$ cat src/rtl/dbus_arbiter_pkg.sv
// Shared data-bus types: transfer encodings plus the arbiter's state and owner enums.
package dbus_arbiter_pkg;

    typedef enum logic {
        READ  = 1'b0,
        WRITE = 1'b1
    } ttype_t;

    typedef enum logic [1:0] {
        BYTE     = 2'b00,
        HALFWORD = 2'b01,
        WORD     = 2'b10
    } tsize_t;

    typedef enum logic [1:0] {
        IDLE  = 2'd0,
        ISSUE = 2'd1,
        WAIT  = 2'd2,
        RESP  = 2'd3
    } arb_state_t;

    typedef enum logic {
        OWNER_CORE = 1'b0,
        OWNER_DM   = 1'b1
    } arb_owner_t;

    localparam int ARB_CNT_W = 8;

endpackage

$ cat src/rtl/dbus_arbiter.sv
// Two-master arbiter (core D-bus / debug SBA) in front of the interconnect's single
// master port: one transaction in flight, response routed back, hung-slave timeout.
module dbus_arbiter
    import dbus_arbiter_pkg::*;
#(
    parameter int unsigned TIMEOUT     = 255,
    parameter bit          DM_PRIORITY = 1'b1
) (
    input  logic        clk,
    input  logic        rst_n,
    input  logic        halted,

    input  logic        c_req,
    input  logic [31:0] c_addr,
    input  logic        c_ttype,
    input  logic [1:0]  c_tsize,
    input  logic [31:0] c_wdata,
    output logic [31:0] c_rdata,
    output logic        c_done,
    output logic        c_err,

    input  logic        d_req,
    input  logic [31:0] d_addr,
    input  logic        d_ttype,
    input  logic [1:0]  d_tsize,
    input  logic [31:0] d_wdata,
    output logic [31:0] d_rdata,
    output logic        d_done,
    output logic        d_err,

    output logic        s_bstart,
    output logic [31:0] s_addr,
    output logic        s_ttype,
    output logic [1:0]  s_tsize,
    output logic [31:0] s_wdata,
    input  logic [31:0] s_rdata,
    input  logic        s_done,

    output logic        owner
);

    localparam logic [ARB_CNT_W-1:0] LP_TIMEOUT = ARB_CNT_W'(TIMEOUT);

    arb_state_t             r_state;
    arb_owner_t             r_owner;
    logic [ARB_CNT_W-1:0]   r_cnt;
    logic [31:0]            r_s_addr;
    logic                   r_s_ttype;
    logic [1:0]             r_s_tsize;
    logic [31:0]            r_s_wdata;
    logic [31:0]            r_c_rdata;
    logic                   r_c_err;
    logic [31:0]            r_d_rdata;
    logic                   r_d_err;

    logic                   w_any_req;
    logic                   w_grant_dm;

    // A contested grant goes to the DM while halted (if enabled), else to whoever did not go last.
    assign w_any_req  = c_req | d_req;
    assign w_grant_dm = d_req & (~c_req | (DM_PRIORITY & halted) | (r_owner == OWNER_CORE));

    always_ff @(posedge clk or negedge rst_n) begin
        if (!rst_n) begin
            r_state   <= IDLE;
            r_owner   <= OWNER_CORE;
            r_cnt     <= '0;
            r_s_addr  <= '0;
            r_s_ttype <= 1'b0;
            r_s_tsize <= '0;
            r_s_wdata <= '0;
            r_c_rdata <= '0;
            r_c_err   <= 1'b0;
            r_d_rdata <= '0;
            r_d_err   <= 1'b0;
        end else begin
            case (r_state)
                IDLE: begin
                    if (w_any_req) begin
                        r_owner   <= w_grant_dm ? OWNER_DM : OWNER_CORE;
                        r_s_addr  <= w_grant_dm ? d_addr  : c_addr;
                        r_s_ttype <= w_grant_dm ? d_ttype : c_ttype;
                        r_s_tsize <= w_grant_dm ? d_tsize : c_tsize;
                        r_s_wdata <= w_grant_dm ? d_wdata : c_wdata;
                        r_state   <= ISSUE;
                    end
                end
                ISSUE: begin
                    r_cnt   <= '0;
                    r_state <= WAIT;
                end
                WAIT: begin
                    if (s_done) begin
                        if (r_owner == OWNER_DM) begin
                            r_d_rdata <= s_rdata;
                            r_d_err   <= 1'b0;
                        end else begin
                            r_c_rdata <= s_rdata;
                            r_c_err   <= 1'b0;
                        end
                        r_state <= RESP;
                    end else if (r_cnt == LP_TIMEOUT) begin
                        if (r_owner == OWNER_DM) begin
                            r_d_rdata <= '0;
                            r_d_err   <= 1'b1;
                        end else begin
                            r_c_rdata <= '0;
                            r_c_err   <= 1'b1;
                        end
                        r_state <= RESP;
                    end else begin
                        r_cnt <= r_cnt + 1'b1;
                    end
                end
                RESP: begin
                    r_state <= IDLE;
                end
                default: begin
                    r_state <= IDLE;
                end
            endcase
        end
    end

    assign s_bstart = (r_state == ISSUE);
    assign c_done   = (r_state == RESP) && (r_owner == OWNER_CORE);
    assign d_done   = (r_state == RESP) && (r_owner == OWNER_DM);
    assign s_addr   = r_s_addr;
    assign s_ttype  = r_s_ttype;
    assign s_tsize  = r_s_tsize;
    assign s_wdata  = r_s_wdata;
    assign c_rdata  = r_c_rdata;
    assign c_err    = r_c_err;
    assign d_rdata  = r_d_rdata;
    assign d_err    = r_d_err;
    assign owner    = r_owner;

endmodule

$ cat config.mk
export PLATFORM = sky130hd
export DESIGN_NAME = dbus_arbiter
export DESIGN_NICKNAME = d
export VERILOG_FILES = /design/src/rtl/dbus_arbiter_pkg.sv /design/src/rtl/dbus_arbiter.sv
export SDC_FILE = /design/constraint.sdc
export NUM_CORES = 1
export LEC_CHECK = 0
export ABC_AREA = 1
export CAP_MARGIN = 15
export CORE_MARGIN = 2
export CORE_UTILIZATION = 44
export DETAILED_ROUTE_END_ITERATION = 6
export HOLD_SLACK_MARGIN = 0.02
export PLACE_DENSITY_LB_ADDON = 0.15
export SLEW_MARGIN = 10
export SYNTH_ARGS = -nofsm -noshare
export SYNTH_HDL_FRONTEND = slang
export SYNTH_SLANG_ARGS = --single-unit
$ cat constraint.sdc
create_clock -name clk -period 3.74 [get_ports clk]
set_input_delay 0.748 -clock clk [delete_from_list [all_inputs] [get_ports clk]]
set_output_delay 0.748 -clock clk [all_outputs]
set_load 0.01 [all_outputs]
After elaboration in Yosys (flattened, before gate mapping) --
Index checks and enable logic that the tools add are counted.
Cells by class: equal/unequal tests 8, bitwise gates (word level) 6, add/sub/neg operators 1, muxes and demuxes 28, reductions and logical operators 10
Operator list (count):
- 2-to-1 mux 32 bit | 10
- 2-to-1 mux 8 bit | 2
- one-hot mux 8 bit (2 select lines) | 1
- 2-to-1 mux 1 bit | 10
- AND reduction 3 bit | 3
- adder 8 x 1 -> 8 bit (second input constant) | 1
- equality test 8 bit (second input constant) | 1
- 2-to-1 mux 2 bit | 4
- one-hot mux 2 bit (4 select lines) | 1
- inequality test 2 bit (second input constant) | 3
- equality test 2 bit (second input constant) | 2
- AND reduction 2 bit | 2
- nonzero test 2 bit | 2
- inequality test 3 bit (second input constant) | 1
- bitwise OR 1 bit | 3
- equality test 2 x 1 -> 1 bit (second input constant) | 1
- logical AND 1 bit | 2
- logical NOT 2 bit | 1
- NOT 1 bit | 2
- bitwise AND 1 bit | 1
Word-level totals: input bits 172, word-level logic and storage cells 64, bits in registers 144, output and inout port bits 137

Depth between registers and ports, before layout --
Gate-level depths: netlist of run 1.
depth in word-level cells 5, mapped depth 9, gate-level depth less buffers 8

Worst setup path before layout of run 1 --
OpenSTA, ideal clock, no wires.
path kind flip-flop to output port, start point reg r_owner, in the netlist owner, end point out d_done, path slack 1.917 ns, arrival time 1.075 ns, cell stages (with the launch flop) 5, required time 2.992 ns, path buffers 2, cells stage by stage dfrtp_1 buf_2 clkbuf_1 nand2_1 inv_1
On the way: cells in the longest elaborated chain, start to end 1
RTL lines:
- from (decl) | RTL line dbus_arbiter.sv:45 | arb_owner_t r_owner;
- from (signal assigned) | RTL line dbus_arbiter.sv:80 | r_owner <= w_grant_dm ? OWNER_DM : OWNER_CORE;
- logical AND 1 bit | RTL line dbus_arbiter.sv:127 | assign d_done = (r_state == RESP) && (r_owner == OWNER_DM);
- to (decl) | RTL line dbus_arbiter.sv:28 | output logic d_done,
No other way between the ends.

Worst setup path after layout of run 1 --
start point reg r_owner, in the netlist owner, end point out owner
RTL lines:
- to (decl) | RTL line dbus_arbiter.sv:39 | output logic owner
No word-level cell between the ends.

==> metrics.yaml, run 1 <==
yosys:
  synth-seq-cells: 144
  netlist_area_um2: 6492
  async_flop_share_pct: 100.0
  synth_area_leader_cell: "dfrtp_1"
  yosys-top-cells-count: "233 x nand2_1, 144 x dfrtp_1, 134 x a21oi_1, 77 x nor2_1, 64 x nand4_1"
  synth_area_leaders: "dfrtp_1 56%, nand2_1 13%, a21oi_1 10%, nand4_1 6.2%, nor2_1 4.5%"
  syn_inst: 765
  syn_nets: 943
  syn_avg_cell_area_um2: 8.487
  synthMostInstantiatedCell: "nand2_1"
  ys_types: 25
  synthFlopType: "dfrtp_1"
  synth_seq_area_share_pct: 55.50
  yosys_warnings: 0
  synth_edf_count: 0
  synth.top_cell.area_share_pct: 55.50
critical_path:
  startpoint_type: "register"
  r2r-start: "r_state[0]"
  crit_arrival_ns: 1.93
  crit_start: "owner"
  worstSetupPathType: "register to output pin"
  cp-end-kind: "output pin"
  cp.required_ns: 2.99
  crit_fanout: 19
grt:
  grt_usage_pct: 27.35
  grt_antenna_before_repair: 0
  grt_overflow_total: 0
  grt_pass1_wl_um: 34000
  grt_pass1_vias: 6496
  grt_max_degree: 69
sta:
  min_period_ns: 2.677
  finalSetupViolCount: 0
  max-slew-margin-rel_pct: 50.01
  drv_slew: 0
  setup-tns-final_ns: 0
  finalClockSkew_ns: 0.008611
  tightest_slew_ns: 0.7499
  fmax_mhz: 373.6
  period_share_pct: 71.57
  rsz0062_at_grt: "false"
  hold_viol_final: 0
floorplan:
  initial_core_util_pct: 44.84
  placeableCoreArea_um2: 14480
  ios: 309
  die_h_um: 125.5
  die-area_um2: 15740
  die_w_um: 125.5
  rows: 44
final_layout:
  drive_above_1_share_pct: 5.288
  multi_input_area_um2: 2531
  fin_area_um2: 10220
  num-nets-final: 1226
  ff_latch_area_um2: 3603
  fillers: 1154
  finalNonFillerCells: 1243
  area_growth_syn_to_layout_pct: 57.35
  diodes: 0
cts:
  cts_setup_buffers: 0
  cts_buffers: 17
  ctsRootBufferMaster: "clkbuf_16"
  tritoncts: "built"
  cts_hold_buf: 0
  clockBufferDepth: 2
  clk_latency_ns: 0.43
  cts_resized: 0
  path_clk_slew_ns: 0.05
  cts_sinks: 144
  cts_htree_levels: 4
route:
  wl_per_cell_um: 17.16
  vias_per_cell: 5.308
  dr_total_vias: 6598
  antenna_left: 0
  routed_wl_um: 21330
  drc: 0
  dr.pass1.iters: 4
  drt_iter0_markers: 496
min_path:
  min_path_type: "input port to async pin"
pwr:
  powerDensity_nw_per_um2: 810.1
  leakagePower_uw: 0.004564
  ir_drop_mv: 0.5115
place:
  dp_cells: 1213
  hpwl_um: 14860
  placed_area_um2: 9618
  io_buffers: 308
  place.gp.congestion: 0.8544
run:
  max_cap_viol_count: 0
run_status:
  status: "completed"
cell families (layout without fill, tap and decap cells):
group | Yosys count | count (layout) | synth area share (%)
compound gates | 146 | 146 | 11.39
fa+ha+maj | 6 | 6 | 1.156
buf+inv | 74 | 368 | 5.704
flops | 144 | 144 | 55.50
simple gates | 395 | 395 | 26.25
state kept, by name, summed over array words and instances (netlist names):
name     count
s_wdata     32
s_tsize      2
d_rdata     32
c_rdata     32
r_state      2
s_addr      32
s_ttype      1
r_cnt        8
owner        1
c_err        1
d_err        1
per-stage QoR:
step	setup WS (ns)	utilization [%]	total power [uW]	hold WS, ns
global placement	1.201	66.43	6488	0.4523
detailed placement	1.135	66.43	6558	0.4571
CTS	1.012	70.56	8324	0.3031
global route	0.9815	70.56	8806	0.3234
floorplan	1.917	-	4469	0.4524
finish	1.063	70.56	8276	0.2824
critical path, stage by stage (launching register included):
cell	delay [ns]
dfrtp_1	0.58
buf_4	0.34
clkdlybuf4s50_1	0.58
final cells by class:
cell class                      count  area share, %
Sequential cell                   144          35.27
Timing Repair Buffer              321          31.22
Multi-Input combinational cell    547          24.78
Clock buffer                       25          4.850
Tap cell                          184          2.254
Clock inverter                      5          1.004
Inverter                           17         0.6246
power breakdown:
group	internal [uW]	total (uW)	switching, uW
logic	1880	3850	1970
clock network	1110	1740	626
registers	2280	2690	411
cells in the final DEF (no fill, tap or decap), types with 2 or more instances in the layout:
cell type        instances
clkbuf_1                 4
clkbuf_8                 4
dfrtp_1                144
o21ai_0                  8
nand3_2                  2
nand2_1                232
nand4_1                 64
clkbuf_16               17
buf_4                   12
a21oi_1                134
o21bai_1                 2
inv_2                    4
nand3_1                 12
clkdlybuf4s50_1        306
nor2_1                  77
inv_1                   12
nand2_2                  2
nand2_4                  3
ha_1                     5
bufinv_16                3
routing by layer:
metal  share of wire (%)  GRT usage [%]  vias up
met5                   0              0        -
met2                  47          43.12      298
met3                 8.9          8.301       55
met1                  40          34.25     3131
li1                    -              -     3114
met4                 4.0          13.79        0
path summary, 6_finish.rpt:
path                               end  slack, ns  cells past startpoint
max                              owner       1.06                      2
min                        c_rdata[10]       0.28                      1
max reg2reg                   r_cnt[2]       1.62                      7
max in group asynchronous        owner       2.63                      2
min reg2reg                c_rdata[15]       0.47                      2
min in group clk           c_rdata[15]       0.47                      2
No activity file was read; power rests on OpenSTA's default activity.
==> run 2: changes to the inputs <==
Settings changed: CORE_UTILIZATION 44 to 41.
Clock period 3.74 ns to 2.55 ns, I/O delays scaled along.
==> run 2 against run 1 <==
  * Core utilization is 4.4 points lower
  * Critical endpoint is now c_done
  * Clock skew barely moved
  * Combinational power up 47%
  * Total power is 47% higher
  * Clock power rose by 48%
==> metrics.yaml, run 2 (synthesis results as in run 1) <==
grt:
  grt_usage_pct: 24.77
  grt_antenna_before_repair: 0
  grt_max_degree: 87
  grt_pass1_vias: 6087
  grt_pass1_wl_um: 32140
  grt_overflow_total: 0
run_status:
  status: "completed"
sta:
  finalClockSkew_ns: 0.008750
  finalSetupViolCount: 0
  drv_slew: 0
  tightest_slew_ns: 0.4767
  max-slew-margin-rel_pct: 68.22
  period_share_pct: 86.82
  setup-tns-final_ns: 0
  hold_viol_final: 0
  min_period_ns: 2.214
  fmax_mhz: 451.7
  rsz0062_at_grt: "false"
critical_path:
  cp.required_ns: 2.04
  slowest_stage: "clkdlybuf4s50_1"
  cp-end-kind: "output pin"
  crit_fanout: 4
  path_delay_family: "buffers and inverters"
  path_cells: "ha_1, inv_1, nor2_1, clkdlybuf4s50_1"
  crit_arrival_ns: 1.70
  max_stage_delay_ns: 0.54
  crit_buf_inv: 2
  startpoint_type: "register"
  worstSetupPathType: "register to output pin"
route:
  wl_per_cell_um: 16.64
  routed_wl_um: 21260
  drc: 0
  dr_total_vias: 6447
  drt_iter0_markers: 478
  vias_per_cell: 5.045
  antenna_left: 0
  dr.pass1.iters: 5
cts:
  ctsRootBufferMaster: "clkbuf_16"
  clk_latency_ns: 0.42
  cts_buffers: 17
  tritoncts: "built"
  cts_hold_buf: 1
  cts_htree_levels: 4
  cts_setup_buffers: 0
  path_clk_slew_ns: 0.06
  clockBufferDepth: 2
  cts_sinks: 144
  cts_resized: 0
min_path:
  min_path_type: "input port to async pin"
final_layout:
  fillers: 1354
  area_growth_syn_to_layout_pct: 59.47
  mostFrequentLayoutCell: "clkdlybuf4s50_1"
  drive_above_1_share_pct: 5.838
  finalNonFillerCells: 1278
  diodes: 0
  final_cell_mix: "306 x clkdlybuf4s50_1, 232 x nand2_1, 144 x dfrtp_1"
  num-nets-final: 1227
floorplan:
  ios: 309
  rows: 46
  die-area_um2: 16860
  die_w_um: 129.8
  initial_core_util_pct: 41.47
  die_h_um: 129.8
  placeableCoreArea_um2: 15660
pwr:
  leakagePower_uw: 0.004599
  powerDensity_nw_per_um2: 1177
  power.total_uw: 12190
  ir_drop_mv: 0.7844
place:
  io_buffers: 308
  hpwl_um: 14730
  place.gp.congestion: 0.8758
  dp_cells: 1245
run:
  max_cap_viol_count: 0
==> run 2: changes by cell type in the layout (fill, tap and decap cells not counted), moves of 3 or more <==
cell | before | now
inv_6 | 0 | 3
buf_4 | 12 | 6
clkinv_4 | 0 | 5
clkbuf_8 | 4 | 0
buf_12 | 1 | 7
clkbuf_1 | 4 | 0
==> run 2: report_power, final <==
part           internal [uW]  switching, uW
registers               3340            594
clock network           1550           1030
logic                   2780           2880
==> run 2: metrics by stage <==
stage	hold slack, ns	worst slack, ns	cell area [um2]	util (%)
after floorplan	0.2144	0.9653	6492	-
after global placement	0.2960	0.5192	9733	62.17
after detailed placement	0.2948	0.4648	9733	62.17
after CTS	0.4291	0.2841	10350	66.14
after global routing	0.4225	0.2139	10350	66.14
final	0.4437	0.3362	10350	66.14
==> run 2: layer usage <==
layer	global-route usage, %	vias to the layer above	wire length (um)
met1	31.03	3006	8445
li1	-	3124	-
met3	9.430	32	2004
met4	9.361	0	593
met2	39.11	285	10220
met5	0	-	0
==> run 2: layout make-up <==
class                           instances  area [um2]  share of cell area [%]
Clock buffer                           17       425.4                   4.109
Clock inverter                         15       185.2                   1.789
Inverter                               17       63.81                  0.6163
Multi-Input combinational cell        547        2531                   24.45
Sequential cell                       144        3603                   34.80
Tap cell                              216       270.3                   2.610
Timing Repair Buffer                  322        3274                   31.63
==> run 2: path summary, 6_finish.rpt <==
check / from / to / slack [ns] / cells after the start
max reg2reg: r_state[0] / s_wdata[16] / 0.71 / 8
max in group asynchronous: rst_n / s_wdata[16] / 1.48 / 3
min in group clk: d_rdata[9] / d_rdata[9] / 0.47 / 2
min reg2reg: d_rdata[9] / d_rdata[9] / 0.47 / 2
min: rst_n / c_rdata[10] / 0.44 / 2
max: r_state[1] / c_done / 0.34 / 4
==> run 3: changes to the inputs <==
Settings changed: CTS_CLUSTER_DIAMETER set to 30, MAX_ROUTING_LAYER set to met4.
==> run 3 against run 2 <==
  * Clock power is essentially flat
  * Combinational power is essentially flat
  * Count of clock-buffer cells in the layout is the same
  * Global-route usage grew 0.71 points
  * Worst setup slack lost 0.0057 ns
  * Fmax shrank 0.26%
  * Final cell count is the same
  * Core utilization is the same
  * Non-clock buffer count is the same
  * Register-to-register slack is essentially flat
  * Hold slack lost 0.0046 ns
  * Clock skew shrank 0.00096 ns
  * Critical endpoint unchanged
==> metrics.yaml, run 3 (synthesis results as in run 1) <==
sta:
  min_period_ns: 2.220
  fmax_mhz: 450.5
  drv_slew: 0
  rsz0062_at_grt: "false"
  period_share_pct: 87.04
  finalSetupViolCount: 0
  whs_ns: 0.4391
  finalClockSkew_ns: 0.007785
  setup-tns-final_ns: 0
  tightest_slew_ns: 0.4787
  max-slew-margin-rel_pct: 68.09
  hold_viol_final: 0
pwr:
  internal_power_uw: 7676
  pwr-share-seq_pct: 32.3
  switching_share_pct: 37.01
  power.total_uw: 12190
  leakagePower_uw: 0.004599
  ir_drop_mv: 0.7864
  comb_power_share_pct: 46.5
  powerDensity_nw_per_um2: 1177
  p_sw_uw: 4510
  clkPwrFrac_pct: 21.2
final_layout:
  utilization_pct: 66.14
  mostFrequentLayoutCell: "clkdlybuf4s50_1"
  finalNonFillerCells: 1278
  area_growth_syn_to_layout_pct: 59.47
  num-nets-final: 1227
  ff_latch_area_um2: 3603
  multi_input_area_um2: 2531
  drive_above_1_share_pct: 5.838
  final_cell_mix: "306 x clkdlybuf4s50_1, 232 x nand2_1, 144 x dfrtp_1"
  fillers: 1354
  diodes: 0
floorplan:
  rows: 46
  die_w_um: 129.8
  ios: 309
  initial_core_util_pct: 41.47
  die-area_um2: 16860
  die_h_um: 129.8
  placeableCoreArea_um2: 15660
grt:
  grt_pass1_vias: 6102
  grt_max_degree: 87
  grt_usage_pct: 25.48
  grt_pass1_wl_um: 32110
  grt_overflow_total: 0
  grt_antenna_before_repair: 0
place:
  io_buffers: 308
  dp_cells: 1245
  hpwl_um: 14730
  place.gp.congestion: 0.8902
cts:
  cts_setup_buffers: 0
  cts_sinks: 144
  clk_latency_ns: 0.43
  ctsRootBufferMaster: "clkbuf_16"
  cts_buffers: 17
  path_clk_slew_ns: 0.06
  tritoncts: "built"
  clockBufferDepth: 2
  cts_htree_levels: 4
critical_path:
  startpoint_type: "register"
  cp.required_ns: 2.04
  crit_fanout: 4
  cp-end-kind: "output pin"
  worstSetupPathType: "register to output pin"
  crit_arrival_ns: 1.71
route:
  vias_per_cell: 5.028
  routed_wl_um: 21280
  antenna_left: 0
  wl_per_cell_um: 16.65
  drt_iter0_markers: 425
  drc: 0
  dr_total_vias: 6426
  dr.pass1.iters: 6
run_status:
  status: "completed"
run:
  max_cap_viol_count: 0
min_path:
  min_path_type: "input port to async pin"
-- run 3: metal layers --
layer / vias up / share of wire (%) / wire length, um / track usage (%)
li1: 3129 / - / - / -
met1: 2993 / 40 / 8477 / 31.19
met2: 274 / 48 / 10280 / 39.33
met3: 30 / 9.3 / 1983 / 8.774
met4: 0 / 2.5 / 540 / 9.171
met5: - / 0 / 0 / -
-- run 3: final cells by class --
class | instances | share of cell area, %
Multi-Input combinational cell | 547 | 24.45
Tap cell | 216 | 2.610
Timing Repair Buffer | 322 | 31.63
Clock inverter | 15 | 1.789
Sequential cell | 144 | 34.80
Inverter | 17 | 0.6163
Clock buffer | 17 | 4.109
-- run 3: path summary, 6_finish.rpt --
path / startpoint / to / slack, ns / cells after the start
hold / removal: rst_n / c_rdata[10] / 0.44 / 2
setup / recovery: r_state[1] / c_done / 0.33 / 4
max in group asynchronous: rst_n / s_wdata[16] / 1.48 / 3
hold reg to reg: d_err / d_err / 0.47 / 2
min in group clk: d_err / d_err / 0.47 / 2
setup reg to reg: r_state[0] / s_wdata[16] / 0.72 / 8
-- run 3: worst max-delay path: stages (launching register included) --
cell,delay [ns]
dfrtp_1,0.40
ha_1,0.22
inv_1,0.05
nor2_1,0.08
clkdlybuf4s50_1,0.54
-- run 3: through the flow --
stage / setup slack (ns) / cell area (um2)
final: 0.3304 / 10350
after global placement: 0.5192 / 9733
after detailed placement: 0.4648 / 9733
after global routing: 0.2159 / 10350
after floorplan: 0.9653 / 6492
after CTS: 0.2841 / 10350
-- run 3: what timing repair did --
item,in CTS,in global routing
hold buffers,1,0
gates resized for setup,0,0
setup endpoints to repair,0,0
endpoints found under the hold margin,1,0
-- run 3: power by group through the flow --
| stage | clock network, uW | registers [uW] | logic, uW |
|---|---|---|---|
| final | 2580 | 3930 | 5670 |
| after global routing | 2730 | 4060 | 6170 |
| after CTS | 2620 | 3940 | 5720 |
| after detailed placement | 0 | 3950 | 5690 |
| after global placement | 0 | 3920 | 5620 |
| after floorplan | 0 | 4390 | 2170 |
